### config.mk
export PLATFORM = sky130hd
export DESIGN_NAME = uart_tx_ctrl_flat
export DESIGN_NICKNAME = d
export VERILOG_FILES = /design/src/rtl/uart_tx_ctrl_if.sv /design/src/rtl/uart_tx_ctrl.sv /design/src/flat_wrapper.sv
export SDC_FILE = /design/constraint.sdc
export NUM_CORES = 1
export LEC_CHECK = 0
export CORE_MARGIN = 2
export CORE_UTILIZATION = 40
export CTS_CLUSTER_DIAMETER = 150
export CTS_CLUSTER_SIZE = 40
export DETAILED_ROUTE_END_ITERATION = 8
export PLACE_DENSITY = 0.67
export SYNTH_ARGS = -nofsm -noshare
export SYNTH_HDL_FRONTEND = slang
export SYNTH_SLANG_ARGS = --single-unit
### constraint.sdc
create_clock -name CLK -period 1.3 [get_ports CLK]
set_clock_uncertainty 0.15 [all_clocks]
set_input_delay 0.195 -clock CLK [delete_from_list [all_inputs] [get_ports CLK]]
set_output_delay 0.195 -clock CLK [all_outputs]
set_load 0.005 [all_outputs]
### src/rtl/uart_tx_ctrl_if.sv
// Handshake/bus bundle between the UART transmit producer and the frame sequencer.
// The master drives the payload and strobe; the slave (sequencer) drives mux control.
interface uart_tx_ctrl_if #(
   parameter int DATA_WIDTH = 8
);
   logic [DATA_WIDTH-1:0] P_DATA;
   logic                  Data_Valid;
   logic                  PAR_EN;
   logic                  PAR_TYP;
   logic [1:0]            mux_sel;
   logic                  ser_data;
   logic                  par_bit;
   logic                  busy;

   modport master (
      output P_DATA, Data_Valid, PAR_EN, PAR_TYP,
      input  mux_sel, ser_data, par_bit, busy
   );

   modport slave (
      input  P_DATA, Data_Valid, PAR_EN, PAR_TYP,
      output mux_sel, ser_data, par_bit, busy
   );
endinterface

### src/rtl/uart_tx_ctrl.sv
// UART transmit frame sequencer: latches a word on acceptance, then walks
// START, DATA (LSB first), optional PARITY and STOP, one state per CLK.
module uart_tx_ctrl #(
   parameter int DATA_WIDTH = 8
) (
   input  logic         CLK,
   input  logic         RST,
   uart_tx_ctrl_if.slave bus
);
   localparam int CW = (DATA_WIDTH > 1) ? $clog2(DATA_WIDTH) : 1;
   localparam logic [CW-1:0] LAST_BIT = CW'(DATA_WIDTH - 1);

   typedef enum logic [2:0] {
      IDLE   = 3'd0,
      START  = 3'd1,
      DATA   = 3'd2,
      PARITY = 3'd3,
      STOP   = 3'd4
   } state_t;

   state_t                state_q, state_d;
   logic [CW-1:0]         cnt_q, cnt_d;
   logic [DATA_WIDTH-1:0] data_q, data_d;
   logic                  pen_q, pen_d;
   logic                  ptyp_q, ptyp_d;
   logic                  par_q, par_d;

   always_ff @(posedge CLK) begin
      if (!RST) begin
         state_q <= IDLE;
         cnt_q   <= '0;
         data_q  <= '0;
         pen_q   <= 1'b0;
         ptyp_q  <= 1'b0;
         par_q   <= 1'b0;
      end else begin
         state_q <= state_d;
         cnt_q   <= cnt_d;
         data_q  <= data_d;
         pen_q   <= pen_d;
         ptyp_q  <= ptyp_d;
         par_q   <= par_d;
      end
   end

   always_comb begin
      state_d = state_q;
      cnt_d   = cnt_q;
      data_d  = data_q;
      pen_d   = pen_q;
      ptyp_d  = ptyp_q;
      par_d   = par_q;
      unique case (state_q)
         IDLE: begin
            if (bus.Data_Valid) begin
               data_d  = bus.P_DATA;
               pen_d   = bus.PAR_EN;
               ptyp_d  = bus.PAR_TYP;
               par_d   = (^bus.P_DATA) ^ bus.PAR_TYP;
               state_d = START;
            end
         end
         START: begin
            cnt_d   = '0;
            state_d = DATA;
         end
         DATA: begin
            // Explicit wrap keeps non-power-of-two widths in range.
            if (cnt_q == LAST_BIT) begin
               cnt_d   = '0;
               state_d = pen_q ? PARITY : STOP;
            end else begin
               cnt_d = cnt_q + 1'b1;
            end
         end
         PARITY: state_d = STOP;
         STOP:   state_d = IDLE;
         default: begin
            cnt_d   = '0;
            state_d = IDLE;
         end
      endcase
   end

   always_comb begin
      bus.mux_sel  = 2'b01;
      bus.ser_data = 1'b0;
      bus.busy     = (state_q != IDLE);
      bus.par_bit  = par_q;
      unique case (state_q)
         START:  bus.mux_sel = 2'b00;
         DATA: begin
            bus.mux_sel  = 2'b10;
            bus.ser_data = data_q[cnt_q];
         end
         PARITY: bus.mux_sel = 2'b11;
         default: bus.mux_sel = 2'b01;
      endcase
   end
endmodule

### src/flat_wrapper.sv
// flat-port wrapper written by rule: the top's interface ports become plain ports
module uart_tx_ctrl_flat 
#(
   parameter int DATA_WIDTH = 8
)
  (CLK, RST, bus_P_DATA, bus_Data_Valid, bus_PAR_EN, bus_PAR_TYP, bus_mux_sel, bus_ser_data, bus_par_bit, bus_busy);
  uart_tx_ctrl_if #(.DATA_WIDTH(DATA_WIDTH)) bus_i ();
  input  logic CLK;
  input  logic RST;
  input wire logic [$bits(bus_i.P_DATA)-1:0] bus_P_DATA;
  input wire logic [$bits(bus_i.Data_Valid)-1:0] bus_Data_Valid;
  input wire logic [$bits(bus_i.PAR_EN)-1:0] bus_PAR_EN;
  input wire logic [$bits(bus_i.PAR_TYP)-1:0] bus_PAR_TYP;
  output wire logic [$bits(bus_i.mux_sel)-1:0] bus_mux_sel;
  output wire logic [$bits(bus_i.ser_data)-1:0] bus_ser_data;
  output wire logic [$bits(bus_i.par_bit)-1:0] bus_par_bit;
  output wire logic [$bits(bus_i.busy)-1:0] bus_busy;
  assign bus_i.P_DATA = bus_P_DATA;
  assign bus_i.Data_Valid = bus_Data_Valid;
  assign bus_i.PAR_EN = bus_PAR_EN;
  assign bus_i.PAR_TYP = bus_PAR_TYP;
  assign bus_mux_sel = bus_i.mux_sel;
  assign bus_ser_data = bus_i.ser_data;
  assign bus_par_bit = bus_i.par_bit;
  assign bus_busy = bus_i.busy;
  uart_tx_ctrl #(.DATA_WIDTH(DATA_WIDTH)) u_core (.CLK(CLK), .RST(RST), .bus(bus_i));
endmodule
Yosys cells after proc, flatten, opt, wreduce, memory -nomap -nowiden
Cells that the tools add are included.
{ "word_totals": {"register_bits": 16, "inputBits": 13} }
{ "op_classes": {"addsub": 1, "order_cmp": 1, "n_eq_ne": 7, "muxes": 10, "bitwise": 1, "n_reduce_logical": 6} }
{ "op_table": {"columns": ["op", "n"], "rows": [
  ["3-bit 2-to-1 mux", 4],
  ["3-bit case mux with 4 select lines", 1],
  ["8-bit XOR reduction", 1],
  ["3-bit by 2-bit equality test with 1-bit output (second input constant)", 2],
  ["3-bit equality test (second input constant)", 2],
  ["2-bit case mux with 3 select lines", 1],
  ["3-bit case mux with 2 select lines", 1],
  ["3-bit by 4-bit less-than comparator with 1-bit output (second input constant)", 1],
  ["2-bit AND reduction", 2],
  ["3-bit by 1-bit adder with 3-bit output (second input constant)", 1],
  ["1-bit binary-select mux with 3-bit select", 1],
  ["3-bit by 1-bit equality test with 1-bit output (second input constant)", 1],
  ["3-bit zero test", 1],
  ["3-bit nonzero test", 1],
  ["3-bit OR reduction", 1],
  ["1-bit 2-to-1 mux", 2],
  ["2-bit by 1-bit != test with 1-bit output (second input constant)", 1],
  ["2-bit != test (second input constant)", 1],
  ["1-bit bitwise XOR", 1]
]} }

Logic depth before layout (Yosys ltp)
Gate-level depths: netlist of run 1.
{ "logic_depth": {"depth_word": 3, "depth_mapped": 6, "mapped_depth_nobuf": 6} }

Worst setup path after synthesis of run 1
OpenSTA, ideal clock, no wires.
{ "synth_path": {"path_kind": "reg-to-output", "startpoint": "register u_core.cnt_q[0]", "endpoint": "output bus_ser_data", "arrival_time_ns": 1.119, "setup_slack_ns": -0.164, "path_stages_with_launch": 4, "path_cell_list": "dfxtp_1 -> mux4_2 -> mux2i_1 -> nor3b_1"} }
{ "synth_via": {"elab_chain_len": 3} }
{ "synth_rtl": {"columns": ["element", "line", "source"], "rows": [
  ["start: declaration", "uart_tx_ctrl.sv:22", "logic [CW-1:0] cnt_q, cnt_d;"],
  ["start signal: assignment", "uart_tx_ctrl.sv:38", "cnt_q <= cnt_d;"],
  ["1-bit binary-select mux with 3-bit select", "uart_tx_ctrl.sv:94", "bus.ser_data = data_q[cnt_q];"],
  ["1-bit 2-to-1 mux (not written as such)", "uart_tx_ctrl.sv:94", null],
  ["1-bit 2-to-1 mux", "uart_tx_ctrl.sv:90", "unique case (state_q)"],
  ["end: declaration", "flat_wrapper.sv:15", "output wire logic [$bits(bus_i.ser_data)-1:0] bus_ser_data;"]
]} }
No other way between the ends. The select of a mux whose other input is x is not followed.

Worst setup path in the final report of run 1
Same ends and word-level chain as after synthesis.

==> results of run 1 <==
worst max-delay path, cell delays in order, from the launching register on:
cell	delay [ns]
dfxtp_4	0.37
mux4_2	0.49
mux2i_1	0.14
nor3b_1	0.07
buf_2	0.12
repair_timing:
action,4_1_cts,5_1_grt
hold buffers,0,0
setup endpoints to repair,20,20
buffers inserted,6,3
pin swaps,16,10
resized for setup,42,20
cell usage in the layout, fill, tap and decap left out, types with 2 or more instances in the layout:
cell type and count:
nand2b_1 2, xnor2_1 3, nor2b_1 4, ha_4 2, a21boi_2 4, mux2i_1 2, buf_4 20, dfxtp_1 11
and2_1 3, nand2_2 4, nor3b_1 2, nand2_1 15, o21ai_1 3, buf_2 3, nand3_1 3, a21oi_2 3
clkdlybuf4s50_1 12, xor2_1 2, nor2_1 3, mux4_2 2, clkbuf_4 3, dfxtp_2 3, a21boi_1 5, buf_6 10
dfxtp_4 2
stage by stage:
step | total power (uW) | setup slack [ns]
floorplan | 708 | -0.118
global placement | 850 | -0.514
detailed placement | 859 | -0.536
CTS | 1210 | -0.526
global route | 1310 | -0.570
finish | 1250 | -0.516
power by group through the flow:
stage / Sequential [uW] / Clock [uW] / Combinational (uW)
after detailed placement: 554 / 0 / 305
after floorplan: 552 / 0 / 156
after global placement: 553 / 0 / 297
after CTS: 544 / 331 / 336
final: 546 / 323 / 377
after global routing: 549 / 352 / 412
registers in the layout, indices dropped and copies added (netlist names):
register,cells
u_core.cnt_q,3
u_core.data_q,8
u_core.pen_q,1
u_core.state_q,3
u_core.bus.par_bit,1
layout make-up:
cell class | count | area (um2)
Clock buffer | 4 | 36.3
Fill cell | 145 | 548
Inverter | 1 | 3.75
Multi-Input combinational cell | 75 | 642
Sequential cell | 16 | 332
Tap cell | 27 | 33.8
Timing Repair Buffer | 46 | 407
how the worst max path moves through the flow:
stage                                  from                 end  slack [ns]
after floorplan           u_core.state_q[1]  u_core.bus.par_bit       -0.12
final                       u_core.cnt_q[0]        bus_ser_data       -0.52
after global routing        u_core.cnt_q[0]        bus_ser_data       -0.57
after detailed placement      bus_P_DATA[4]  u_core.bus.par_bit       -0.54
after CTS                   u_core.cnt_q[0]        bus_ser_data       -0.53
after global placement      u_core.cnt_q[0]        bus_ser_data       -0.51
per-layer routing:
metal | vias to the layer above | GRT usage (%)
met5 | - | 0
met4 | 0 | 6.31
met3 | 4 | 3.27
met2 | 19 | 34.4
met1 | 374 | 19.9
li1 | 422 | -
cell usage after synthesis:
master / n / area, um2
a211o_1: 1 / 8.76
a21boi_0: 9 / 67.6
a21oi_1: 4 / 20.0
a31oi_1: 1 / 6.26
and2_1: 3 / 18.8
and3_1: 1 / 6.26
buf_2: 1 / 5.00
buf_6: 1 / 11.3
clkbuf_1: 2 / 7.51
dfxtp_1: 16 / 320
ha_1: 2 / 25.0
inv_1: 1 / 3.75
mux2i_1: 2 / 20.0
mux4_2: 2 / 45.0
nand2_1: 19 / 71.3
nand2_2: 1 / 6.26
nand2b_1: 2 / 12.5
nand3_1: 3 / 15.0
nor2_1: 4 / 15.0
nor2b_1: 5 / 31.3
nor3_1: 1 / 5.00
nor3b_1: 2 / 15.0
nor3b_2: 1 / 12.5
nor4b_4: 1 / 23.8
o21ai_0: 3 / 15.0
or3_1: 1 / 6.26
xnor2_1: 3 / 26.3
xnor3_1: 1 / 22.5
xor2_1: 3 / 26.3
cells by family after synthesis:
logic type,after synthesis,share of synthesized area (%)
and+or+nand+nor,44,27.5
AOI/OAI and AO/OA,18,13.5
DFF,16,36.8
xor gates and xnor gates,7,8.63
buffers and inverters,5,3.16
muxes,4,7.48
adders and majority gates,2,2.88
==> results.tsv, run 1 <==
stage	metric	value	unit
status	status	finished, violations left	
status	violations	negative setup slack	
final_layout	antenna_cells	0	
worst_hold_path	min-delay-start	u_core.data_q[2]	
clocking	cts.sinks	16	
power	p_switching	329	uW
global_routing	antenna_found_initial	0	
global_routing	grt_pass1_wl	3530	um
worst_setup_path	r2r_slack	-0.28	ns
synth	yosysWarnings	0	
clocking	cts_max_level	1	
sta	min_period	1.82	ns
sta	finalSetupTns	-3.51	ns
route	wl_met3	80	um
final_layout	area_growth	67.2	%
sta	hold_violations	0	
route	drt-met1-wl	928	um
die	ios	18	
placement	io_buffer_count	17	
die	dieHeight	50.6	um
die	die_w	50.6	um
power	ir_worst_vdd	0.561	mV
sta	holdWs	0.305	ns
route	drcViolationCount	0	
sta	worst_slew_pin_slew	0.320	ns
worst_setup_path	start_kind	flop	
route	viasPerCell	4.85	
clocking	insertion_delay	0.28	ns
clocking	cts_buffer_depth	2	
power	comb_power_share	30.3	%
synth	synth-seq-area-share	36.8	%
placement	dp.cells	156	
die	rows	16	
sta	layout_setup_ws	-0.516	ns
route	wl	2110	um
worst_setup_path	rr_startpoint	u_core.state_q[1]	
worst_setup_path	critPathMaxFanout	3	
synth	avgSynthCellArea	9.06	um2
sta	maxSlewHeadroom	78.6	%
final_layout	fin_util	72.6	%
die	start_util	43.4	%
global_routing	first_global_vias	866	
route	vias	819	
power	switching_share	26.4	%
job	maxCapViolations	0	
clocking	cts_made_buffers	3	
placement	place_area	1230	um2
final_layout	nNetsFinal	158	
route	drtAntennaViolNets	0	
worst_setup_path	r2r_end	u_core.bus.par_bit	
worst_hold_path	worstHoldPathType	reg2reg	
power	leakagePower	0.000614	uW
die	core_area	2000	um2
worst_setup_path	critPathRequiredTime	0.95	ns
worst_setup_path	r2r_cells	7	
route	top_layer	met4	
worst_setup_path	cp.arrival	1.47	ns
sta	fmax	551	MHz
route	drt_iter0_drc	11	
synth	ys_seq_elements	16	
clocking	cts_tree	yes	
placement	hpwl	1470	um
worst_hold_path	worstHoldPathCells	2	
power	powerDensity	857	nW/um2
clocking	cts_root_buf	clkbuf_4	
route	met2_length	1070	um
route	dr.pass1.iters	4	
final_layout	drive_gt1_share	46.5	%
sta	finalMaxSlewViolations	0	
route	wl_per_cell	12.5	um
synth	synthesis.instances	96	
power	seq_power_share	43.8	%
sta	rsz0062_at_grt	yes	
die	fp.dieArea	2560	um2
power	pwr-share-clk	26.0	%
worst_setup_path	endpoint_kind	output pin	
global_routing	grt_remaining_overflow	0	
synth	synth.net_count	111	
synth	synthesis.area	870	um2
clocking	cts.clk_slew.worst_paths	0.09	ns
synth	synth_cell_types	29	
global_routing	grt.total_usage	18.1	%
worst_hold_path	holdPathEnd	u_core.data_q[2]	
sta	setup_violations	20	
placement	place_congestion	0.732	
power	p_int	917	uW
global_routing	grt_start_max_net_pins	10	
sta	fin_crit_sh	140	%
final_layout	fin_area	1450	um2
worst_setup_path	worstSetupPathType	reg2out	
final_layout	stdcell_count	169	
(Power assumes the default switching activity.)
==> run 2, diff against run 1 <==
--- a/config.mk
+++ b/config.mk
@@ -10,7 +10,7 @@
 export CTS_CLUSTER_DIAMETER = 150
 export CTS_CLUSTER_SIZE = 40
 export DETAILED_ROUTE_END_ITERATION = 8
-export PLACE_DENSITY = 0.67
+export PLACE_DENSITY = 0.72
 export SYNTH_ARGS = -nofsm -noshare
 export SYNTH_HDL_FRONTEND = slang
 export SYNTH_SLANG_ARGS = --single-unit
==> run 2 against run 1 <==
  * The run still ends with negative setup slack left
  * First-iteration DRC count is 27% lower
  * Design area is 2.0% lower
  * Worst hold slack worse by 0.11 ns
  * Clock power hardly changed
  * Power is 1.2% lower
  * Fmax is 1.2% higher
  * Flip-flop and latch count stayed put
  * Global-route usage is 0.79 points lower
  * Critical path depth stayed put
  * Utilization is 1.4 points lower
  * Critical endpoint unchanged
==> results.tsv, run 2 (synthesis gave the netlist of run 1 again) <==
stage	metric	value	unit
status	status	finished, violations left	
status	violations	negative setup slack	
worst_setup_path	rr_startpoint	u_core.state_q[1]	
global_routing	grt.total_usage	17.4	%
final_layout	layout_commonest_cell	buf_4	
sta	hold_violations	0	
power	ir_worst_vdd	0.485	mV
sta	fmax	557	MHz
worst_setup_path	critPathMaxFanout	3	
clocking	cts_root_buf	clkbuf_4	
clocking	cts_made_buffers	3	
route	drtAntennaViolNets	0	
die	core_area	2000	um2
die	ios	18	
route	wl	2020	um
final_layout	reg_top3	u_core.data_q x8, u_core.cnt_q x3, u_core.state_q x3	
power	pwr-share-clk	26.1	%
die	start_util	43.4	%
worst_setup_path	r2r_end	u_core.data_q[1]	
die	die_w	50.6	um
power	leakagePower	0.000614	uW
sta	layout_setup_ws	-0.494	ns
sta	min_period	1.79	ns
clocking	cts_tree	yes	
placement	hpwl	1390	um
worst_setup_path	cp.arrival	1.45	ns
die	dieHeight	50.6	um
worst_setup_path	worstSetupPathType	reg2out	
placement	io_buffer_count	17	
sta	fin_crit_sh	138	%
clocking	cts.sinks	16	
global_routing	first_global_vias	817	
final_layout	area_growth	63.9	%
placement	dp.cells	151	
power	p_int	906	uW
route	dr.pass1.iters	4	
die	fp.dieArea	2560	um2
final_layout	fillers	164	
final_layout	multi_input_area	652	um2
sta	rsz0062_at_grt	yes	
job	maxCapViolations	0	
worst_hold_path	worstHoldPathType	in2reg	
final_layout	stdcell_count	163	
worst_setup_path	start_kind	flop	
worst_setup_path	r2r_slack	-0.25	ns
sta	worst_slew_pin_slew	0.357	ns
placement	place_congestion	0.737	
worst_setup_path	endpoint_kind	output pin	
worst_setup_path	cp-startpoint	u_core.cnt_q[0]	
final_layout	nNetsFinal	152	
sta	finalSetupTns	-3.45	ns
global_routing	grt_remaining_overflow	0	
clocking	cts_max_level	1	
clocking	insertion_delay	0.28	ns
power	switching_share	26.4	%
global_routing	grt_pass1_wl	3390	um
route	drcViolationCount	0	
power	comb_power_share	30.1	%
sta	maxSlewHeadroom	76.1	%
clocking	postCtsHoldBufs	0	
die	rows	16	
worst_hold_path	min-delay-start	bus_P_DATA[6]	
sta	finalMaxSlewViolations	0	
worst_setup_path	critPathRequiredTime	0.95	ns
power	powerDensity	864	nW/um2
worst_setup_path	r2r_cells	6	
worst_setup_path	cp-endpoint	bus_ser_data	
route	vias	806	
route	drt_iter0_drc	8	
final_layout	ff_latch_area	335	um2
route	wl_per_cell	12.4	um
placement	place_area	1200	um2
power	p_switching	325	uW
global_routing	antenna_found_initial	0	
power	seq_power_share	43.8	%
final_layout	antenna_cells	0	
final_layout	final_cell_mix	buf_4 (15), nand2_1 (12), clkdlybuf4s50_1 (10), dfxtp_1 (10), buf_6 (8)	
final_layout	largest_reg_flops	8	
final_layout	drive_gt1_share	47.1	%
clocking	cts_buffer_depth	2	
global_routing	grt_start_max_net_pins	11	
clocking	cts.clk_slew.worst_paths	0.09	ns
route	viasPerCell	4.94	
sta	setup_violations	18	
final_layout	fin_area	1430	um2
final_layout	largest_register	u_core.data_q	
run 2: through the flow:
stage / hold slack [ns] / util, % / total power [uW] / setup slack, ns
floorplan: 0.190 / - / 708 / -0.118
global placement: 0.302 / 59.8 / 835 / -0.529
detailed placement: 0.309 / 59.8 / 841 / -0.539
CTS: 0.166 / 68.1 / 1220 / -0.516
global route: 0.211 / 71.2 / 1310 / -0.559
finish: 0.196 / 71.2 / 1230 / -0.494
run 2: metal layers:
metal,up-vias,part of all wire (%),GRT usage [%]
li1,409,-,-
met1,378,44,21.1
met2,17,52,31.4
met3,2,3.6,2.68
met4,0,0.60,4.95
met5,-,0,0
run 2: worst min path at each step:
| stage | cells after the start | slack (ns) | end |
|---|---|---|---|
| 6_report | 3 | 0.20 | u_core.data_q[6] |
| 5_1_grt | 3 | 0.21 | u_core.data_q[6] |
| 4_1_cts | 3 | 0.17 | u_core.data_q[6] |
| 3_5_place_dp | 2 | 0.31 | u_core.data_q[2] |
| 3_3_place_gp | 2 | 0.30 | u_core.data_q[3] |
| 2_1_floorplan | 2 | 0.19 | u_core.data_q[0] |
run 2: repair_timing:
item,in CTS,in global routing
endpoints found under the setup margin,20,20
gates cloned,1,0
setup buffers,8,0
hold endpoints to repair,0,0
pin swaps,12,18
resized for setup,51,21
run 2: power by group through the flow:
| stage | Sequential, uW | Combinational, uW | Clock, uW |
|---|---|---|---|
| 6_report | 539 | 370 | 322 |
| 5_1_grt | 544 | 400 | 362 |
| 4_1_cts | 541 | 343 | 331 |
| 3_5_place_dp | 553 | 289 | 0 |
| 3_3_place_gp | 553 | 282 | 0 |
| 2_1_floorplan | 552 | 156 | 0 |
run 2: final cells by class:
type | count | area share (%)
timing repair buffer | 40 | 25.5
multi-input combinational | 75 | 45.7
tap | 27 | 2.37
inverter | 1 | 0.263
clock buffer | 4 | 2.55
sequential | 16 | 23.5
run 2: worst max-delay path, stage by stage, from the launching register on:
cell	delay, ns
dfxtp_4	0.37
mux4_2	0.48
mux2i_1	0.14
nor3b_1	0.06
buf_2	0.12
